## src/rtl/tc_pkg.sv

```systemverilog
// Shared constants and helpers for the TinyComp input-port arbiter.
package tc_pkg;
  localparam int TC_WORD_W   = 32;
  localparam int TC_NREQ_MAX = 8;

  function automatic int clog2(input int n);
    int r;
    r = 0;
    for (int v = 1; v < n; v = v * 2) r++;
    return r;
  endfunction
endpackage

```

## src/rtl/tc_rr_pick.sv

```systemverilog
// Combinational round-robin picker: first set request at or after ptr, wrapping.
module tc_rr_pick #(
  parameter int NREQ = 4,
  parameter int SRCW = 2
) (
  input  logic [NREQ-1:0] req,
  input  logic [SRCW-1:0] ptr,
  output logic            gnt_any,
  output logic [SRCW-1:0] gnt_idx
);
  logic [NREQ-1:0] rot;
  int              sum;

  // Doubling the vector turns the wrap-around search into a plain rotate.
  assign rot     = NREQ'({req, req} >> ptr);
  assign gnt_any = |req;

  always_comb begin
    gnt_idx = '0;
    sum     = 0;
    for (int j = NREQ - 1; j >= 0; j--) begin
      if (rot[j]) begin
        sum = int'(ptr) + j;
        if (sum >= NREQ) sum = sum - NREQ;
        gnt_idx = SRCW'(sum);
      end
    end
  end
endmodule

```

## src/rtl/tc_in_arbiter.sv

```systemverilog
// Shares TinyComp's single input port between NREQ producers: per-producer
// one-entry holding registers feed a registered presentation stage via round-robin.
module tc_in_arbiter import tc_pkg::*; #(
  parameter int NREQ    = 4,
  parameter int SRCW    = clog2(NREQ),
  parameter int TAG_SRC = 0
) (
  input  logic                        Ph0,
  input  logic                        Reset,
  input  logic [NREQ-1:0]             req_valid,
  input  logic [NREQ*TC_WORD_W-1:0]   req_data,
  output logic [NREQ-1:0]             req_ready,
  input  logic                        InStrobe,
  output logic [TC_WORD_W-1:0]        InData,
  output logic                        InRdy,
  output logic [SRCW-1:0]             InSrc,
  output logic                        underrun,
  input  logic                        clr_under
);
  logic [NREQ-1:0]                hold_v;
  logic [NREQ-1:0][TC_WORD_W-1:0] hold_d;
  logic [SRCW-1:0]                rr_ptr, gnt_idx, nxt_ptr;
  logic                           gnt_any, load;
  logic [TC_WORD_W-1:0]           pres_word;

  tc_rr_pick #(.NREQ(NREQ), .SRCW(SRCW)) u_pick (
    .req     (hold_v),
    .ptr     (rr_ptr),
    .gnt_any (gnt_any),
    .gnt_idx (gnt_idx)
  );

  // Ready is purely registered state so InStrobe never reaches producers combinationally.
  assign req_ready = ~hold_v;
  assign load      = (~InRdy | InStrobe) & gnt_any;
  assign nxt_ptr   = (int'(gnt_idx) == NREQ - 1) ? '0 : gnt_idx + 1'b1;

  always_comb begin
    pres_word = hold_d[gnt_idx];
    if (TAG_SRC != 0) pres_word[TC_WORD_W-1 -: SRCW] = gnt_idx;
  end

  always_ff @(posedge Ph0 or posedge Reset) begin
    if (Reset) begin
      hold_v   <= '0;
      hold_d   <= '0;
      InData   <= '0;
      InRdy    <= 1'b0;
      InSrc    <= '0;
      rr_ptr   <= '0;
      underrun <= 1'b0;
    end else begin
      // Accept and grant touch disjoint slots: accept needs empty, grant needs full.
      for (int i = 0; i < NREQ; i++) begin
        if (req_valid[i] && !hold_v[i]) begin
          hold_v[i] <= 1'b1;
          hold_d[i] <= req_data[TC_WORD_W*i +: TC_WORD_W];
        end
      end
      if (load) begin
        hold_v[gnt_idx] <= 1'b0;
        InData          <= pres_word;
        InSrc           <= gnt_idx;
        InRdy           <= 1'b1;
        rr_ptr          <= nxt_ptr;
      end else if (InStrobe && InRdy) begin
        InRdy <= 1'b0;
      end
      if (InStrobe && !InRdy) underrun <= 1'b1;
      else if (clr_under)     underrun <= 1'b0;
    end
  end
endmodule

```

## config.mk

```make
export PLATFORM = sky130hd
export DESIGN_NAME = tc_in_arbiter
export DESIGN_NICKNAME = d
export VERILOG_FILES = /design/src/rtl/tc_pkg.sv /design/src/rtl/tc_rr_pick.sv /design/src/rtl/tc_in_arbiter.sv
export SDC_FILE = /design/constraint.sdc
export NUM_CORES = 1
export LEC_CHECK = 0
export ABC_CLOCK_PERIOD_IN_PS = 13100
export BUFFER_PORTS_ARGS = -buffer_cell sky130_fd_sc_hd__buf_2
export CAP_MARGIN = 25
export CORE_ASPECT_RATIO = 0.5
export CORE_MARGIN = 8
export CORE_UTILIZATION = 57
export CTS_CLUSTER_DIAMETER = 80
export DETAILED_ROUTE_END_ITERATION = 12
export PLACE_DENSITY = 0.94
export SETUP_SLACK_MARGIN = 0.02
export SKIP_LAST_GASP = 1
export SYNTH_ARGS = -nofsm -noshare
export SYNTH_HDL_FRONTEND = slang
export SYNTH_SLANG_ARGS = --single-unit
```

## constraint.sdc

```tcl
create_clock -name Ph0 -period 13.1 [get_ports Ph0]
set_input_delay 2.62 -clock Ph0 [delete_from_list [all_inputs] [get_ports Ph0]]
set_output_delay 2.62 -clock Ph0 [all_outputs]
set_load 0.05 [all_outputs]
```

After elaboration in Yosys (flattened, before gate mapping)
Index checks and enable logic that the tools add are counted.
{"block": "classes", "n_addsub": 8, "mul": 0, "div_mod_pow": 0, "magnitude_cmp": 6, "eq_ne": 1, "shift": 1, "n_mux": 22, "bitwise_logic": 6, "n_reduce_logical": 15}
{"op": "$bmux W32 S2", "count": 1}
{"op": "$mux W32", "count": 1}
{"op": "$mux W2", "count": 9}
{"op": "$ge A3 B3 Y1 const B", "count": 3}
{"op": "$mux W1", "count": 9}
{"op": "$not A4 Y4", "count": 2}
{"op": "$shr A8 B2 Y4", "count": 1}
{"op": "$sub A2 B1 Y2 const B", "count": 4}
{"op": "$logic_and A1 B1 Y1", "count": 7}
{"op": "$add A2 B2 Y3 const B", "count": 2}
{"op": "$logic_not A1 Y1", "count": 5}
{"op": "$and A4 B4 Y4", "count": 1}
{"op": "$mux W4", "count": 1}
{"op": "$reduce_bool A2 Y1", "count": 2}
{"op": "$reduce_or A4 Y1", "count": 1}
{"op": "$add A2 B1 Y3 const B", "count": 1}
{"op": "$ge A2 B3 Y1 const B", "count": 1}
{"op": "$lt A2 B3 Y1 const B", "count": 1}
{"op": "$add A2 B1 Y2 const B", "count": 1}
{"op": "$demux W1 S2", "count": 1}
{"op": "$eq A2 B1 Y1 const B", "count": 1}
{"op": "$ge A2 B1 Y1 const B", "count": 1}
{"op": "$and A1 B1 Y1", "count": 1}
{"op": "$not A1 Y1", "count": 1}
{"op": "$or A1 B1 Y1", "count": 1}
{"block": "totals", "reg_bits": 170, "latchBits": 0, "mem_bits_rw": 0, "mem_bits_ro": 0, "in_bits": 136, "out_inout_bits": 40, "wordCells": 69, "mem_count": 0}

Longest topological paths before layout
{"block": "depth", "ltp_word": 14, "ltp_mapped": 10, "depth_no_buf": 7}

Cells and area by module
From an unflattened synthesis, not the netlist that was laid out.
{"block": "hier_totals", "hier_cells": 436, "area_unflattened_um2": 7377.1}
{"mod": "tc_in_arbiter", "n_inst": 1, "cells_each": 425, "area_per_inst_um2": 7305.8, "seq_area_each_um2": 4254.1}
{"mod": "tc_rr_pick", "n_inst": 1, "cells_each": 11, "area_per_inst_um2": 71.3, "seq_area_each_um2": 0.0}

Worst setup path after synthesis
OpenSTA, ideal clock, no wires.
{"block": "synth_timing", "path_type": "input to register", "startpoint": "input port req_valid[0]", "endpoint": "register hold_d[10] in the netlist's numbering", "setup_time_ns": 0.125, "arrival_ns": 3.618, "required_time_ns": 12.975, "path_slack_ns": 9.357, "cell_stages": 4, "n_path_buf": 2, "path_cell_list": "nor2b_1 clkbuf_1 buf_1 mux2_2"}
{"block": "synth_between", "elab_chain_len": 1}
{"element": "start, declared", "line_no": "tc_in_arbiter.sv:10", "source": "input logic [NREQ-1:0] req_valid,"}
{"element": "$logic_and A1 B1 Y1", "line_no": "tc_in_arbiter.sv:55", "source": "if (req_valid[i] && !hold_v[i]) begin"}
{"element": "end signal, assigned by index", "line_no": "tc_in_arbiter.sv:57", "source": "hold_d[i] <= req_data[TC_WORD_W*i +: TC_WORD_W];"}
{"element": "end, declared", "line_no": "tc_in_arbiter.sv:21", "source": "logic [NREQ-1:0][TC_WORD_W-1:0] hold_d;"}
Every way passes these cells.
A chain may end at the register's enable or synchronous reset.

Worst setup path in the final report
{"block": "layout_timing", "startpoint": "input port InStrobe", "endpoint": "register InData[18]"}
{"block": "layout_between", "elab_chain_len": 2}
{"element": "start, declared", "line_no": "tc_in_arbiter.sv:13", "source": "input logic InStrobe,"}
{"element": "$or A1 B1 Y1", "line_no": "tc_in_arbiter.sv:35", "source": "assign load = (~InRdy | InStrobe) & gnt_any;"}
{"element": "$and A1 B1 Y1", "line_no": "tc_in_arbiter.sv:35"}
{"element": "end signal, assigned", "line_no": "tc_in_arbiter.sv:62", "source": "InData <= pres_word;"}
{"element": "end, declared", "line_no": "tc_in_arbiter.sv:14", "source": "output logic [TC_WORD_W-1:0] InData,"}
Every way passes these cells.

==> results.md <==
* Status: completed
* Number of routed nets with antenna violations at 0
* Hold path endpoint: hold_d[18]
* Adder-cell share of the synthesized area at 0.349%
* Routed length on met1 at 7490 µm
* Nets at 817
* CTS tree: done
* Seq/Total Area, Yosys at 59.4%
* Setup violators final at 0
* Die area at 16600 µm²
* Net Count, Synth at 648
* Sw Ratio at 37.1%
* CP cell instances: buf_2 -> inv_1 -> a21oi_1 -> nand2_1 -> buf_4 -> o221ai_1
* Critical path's top delay family: compound AO/OA/AOI/OAI gates
* Setup ws final at 9.01 ns
* Setup Buffers After CTS at 0
* Mapped Area at 7170 µm²
* CTS Sinks at 170
* Synth cell count leaders: dfrtp_1 (170), mux2_2 (113), mux2i_1 (64)
* Worst R2R End: rr_ptr[0]
* Met3 WL at 849 µm
* Residual DRC at 0
* Most frequent cell after synthesis: dfrtp_1
* Crit path time final at approximately 4.1 ns
* EDFF count, synth at 0
* RD Place Congestion at 0.811
* Slowest cell delay on critical path at 0.47 ns
* Core region area at 12500 µm²
* Gr usage total at 21.8%
* Compound-cell area share of the yosys netlist at 5.15%
* TNS Setup at 0 ns
* Fill cells at 836
* Comb pwr share at 40.8%
* Worst slew pin tran at 0.896 ns
* Syn avg cell area at 14.1 µm²
* Post-CTS sizing at 0
* Critical Path AT at approximately 4.4 ns
* Synth Flop Type: dfrtp_1
* Clock share of power at 21.6%
* Clk_lat worst skew at 0.41 ns
* Post-Synth XOR/XNOR Area at 0%
* Die Ht at 95.3 µm
* R2R cell count at 7
* R2R Setup Slk at 10.33 ns
* FFs w/ async S/R, synth at 100%
* Starting Density at between 50% and 60%
* Grt total ovfl at 0
* Initial antenna violation count at 0
* Top routing layer in use: met4
* RSZ-0062 raised after global routing: no
* Synth Register Bits at 170
* Chip Width at 175 µm
* Ys Warns at 0
* Routed Wire Length at 18600 µm
* Top post-synthesis cells by area: dfrtp_1 (59%), mux2_2 (18%), mux2i_1 (8.9%), o221ai_1 (3.9%), mux2_1 (2.4%)
* Period utilisation layout at 31.3%
* NetSw at 932 µW
* Post-DP HPWL at 12100 µm
* HP Start: hold_d[18]
* Reg power frac at 37.6%
* Largest family of logic cells by synthesized area: multiplexers
* Worst-path maximum fanout at 23
* Yosys top cell area share at between 50% and 60%
* Slew Viols, Final at 0
* Dpl ws at a little under 9 ns
* Pwr per Cell Area at 281 nW/µm²
* Area growth, synth to finish at 24.5%
* Initial DRT Pass Iterations at 4
* DR WL met2 at 9870 µm
* Worst-path clk slew at ~0.06 ns
* Vias in the first global route at 5457
* Cell Int Power at 1580 µW
* Multi-input gate area at roughly 2700 µm²
* Worst Path Buf+Inv at 3
* HP Class: flop to flop
* Max VDD drop at 0.147 mV
* FMAX at approximately 0.24 GHz
* Core Util, Final at 71.5%
* Hold Buf Count CTS at 0
* Synth unique cells at 28
* Slew HR at 40.2%
* Slowest-stage cell, CP: a21oi_1
* TritonCTS buffer count at 17
* Synthesized instance count at 510
* Crit path kind: primary input to flop
* Synth area leader: dfrtp_1
* R2R Path Start: hold_v[2]
* Simple-gate share of the synthesized area at around 3.3%
* WL per Instance at 21.6 µm
* CTS max path bufs at 2
* Hold depth at 1
* CTS Root Cell: clkbuf_16
* Clock Skew at a little over 0.007 ns
* Max Cap Violations at 0
* Leak pwr at 0.00428 µW
* Pin count of the biggest net entering global routing at 103
* Final Hold Viols at 0
* Worst setup SP type: primary input
* Port Buf Inserts at between 150 and 200
* H-tree depth at 4
* Mux cell area share after synthesis at 29.1%
* CP Data Required Time at 13.40 ns
* DR iter-0 viols at 437
* Sequential cell area at 4250 µm²
* Setup crit end kind: flop
* Global-route wire length before repair at 28400 µm
* Top Ports at 176
* Via Count at 4972
* Proportion of layout cells with a drive suffix above 1 at approximately half
* Num rows at 29
* Vias per cell at 5.77
[per-layer routing]
layer	vias to the layer above	global-route usage, %
met3	38	4.15
met5	-	0
met1	2583	25.4
li1	2179	-
met4	0	9.11
met2	172	39.9
[cells by family (layout without fill, tap and decap cells)]
group                      count (synthesis)  count (layout)
AOI/OAI and AO/OA                         46              46
adders and majority gates                  2               2
buffers and inverters                     43             224
DFF                                      170             170
muxes                                    192             192
other                                      0               1
and+or+nand+nor                           57              57
[power groups by stage]
stage | registers, µW | clock network, µW | logic (µW)
after floorplan | 1070 | 0 | 641
after global placement | 925 | 0 | 971
after detailed placement | 945 | 0 | 1010
after CTS | 942 | 546 | 1020
after global routing | 970 | 569 | 1090
final | 943 | 543 | 1020
[cell usage in the layout, fill, tap and decap left out, types with 3 or more instances in the layout]
cell type,n
buf_2,175
o221ai_1,32
dfrtp_1,170
mux2_1,15
mux2i_1,64
clkbuf_16,17
clkbuf_8,5
inv_1,6
bufinv_16,4
clkbuf_1,3
nand2_1,43
buf_4,5
nor2b_4,4
nor2_1,6
a21oi_1,5
mux2_2,113
buf_16,4
[state kept, by name (all words and copies together) (netlist names)]
signal,cells
InRdy,1
hold_v,4
hold_d,128
InData,32
underrun,1
rr_ptr,2
InSrc,2
[per-stage QoR]
stage / power [µW] / cells / instance area (µm²) / hold WS (ns)
after floorplan: 1710 / 510 / 7170 / 0.457
after global placement: 1900 / 826 / 8170 / 0.466
after detailed placement: 1960 / 828 / 8220 / 0.477
after CTS: 2510 / 859 / 8860 / 0.491
after global routing: 2630 / 861 / 8920 / 0.506
final: 2510 / 862 / 8920 / 0.486
[layout make-up]
| type | instances | share of cell area, % |
|---|---|---|
| Timing Repair Buffer | 184 | 11.5 |
| Clock buffer | 25 | 5.67 |
| Clock inverter | 6 | 1.50 |
| Antenna cell | 1 | 0.0281 |
| Inverter | 9 | 0.435 |
| Sequential cell | 170 | 47.7 |
| Multi-Input combinational cell | 297 | 30.8 |
| Tap cell | 170 | 2.38 |
[worst max-delay path by stage]
stage             start          to  slack (ns)  cells past startpoint
2_1_floorplan     Reset   InData[0]        5.88                      1
3_3_place_gp      Reset  hold_d[16]        8.83                      3
3_5_place_dp   InStrobe   InData[9]        8.77                      6
4_1_cts        InStrobe  InData[18]        9.09                      6
5_1_grt        InStrobe  InData[18]        8.94                      6
6_report       InStrobe  InData[18]        9.01                      6
(Power assumes the default switching activity.)
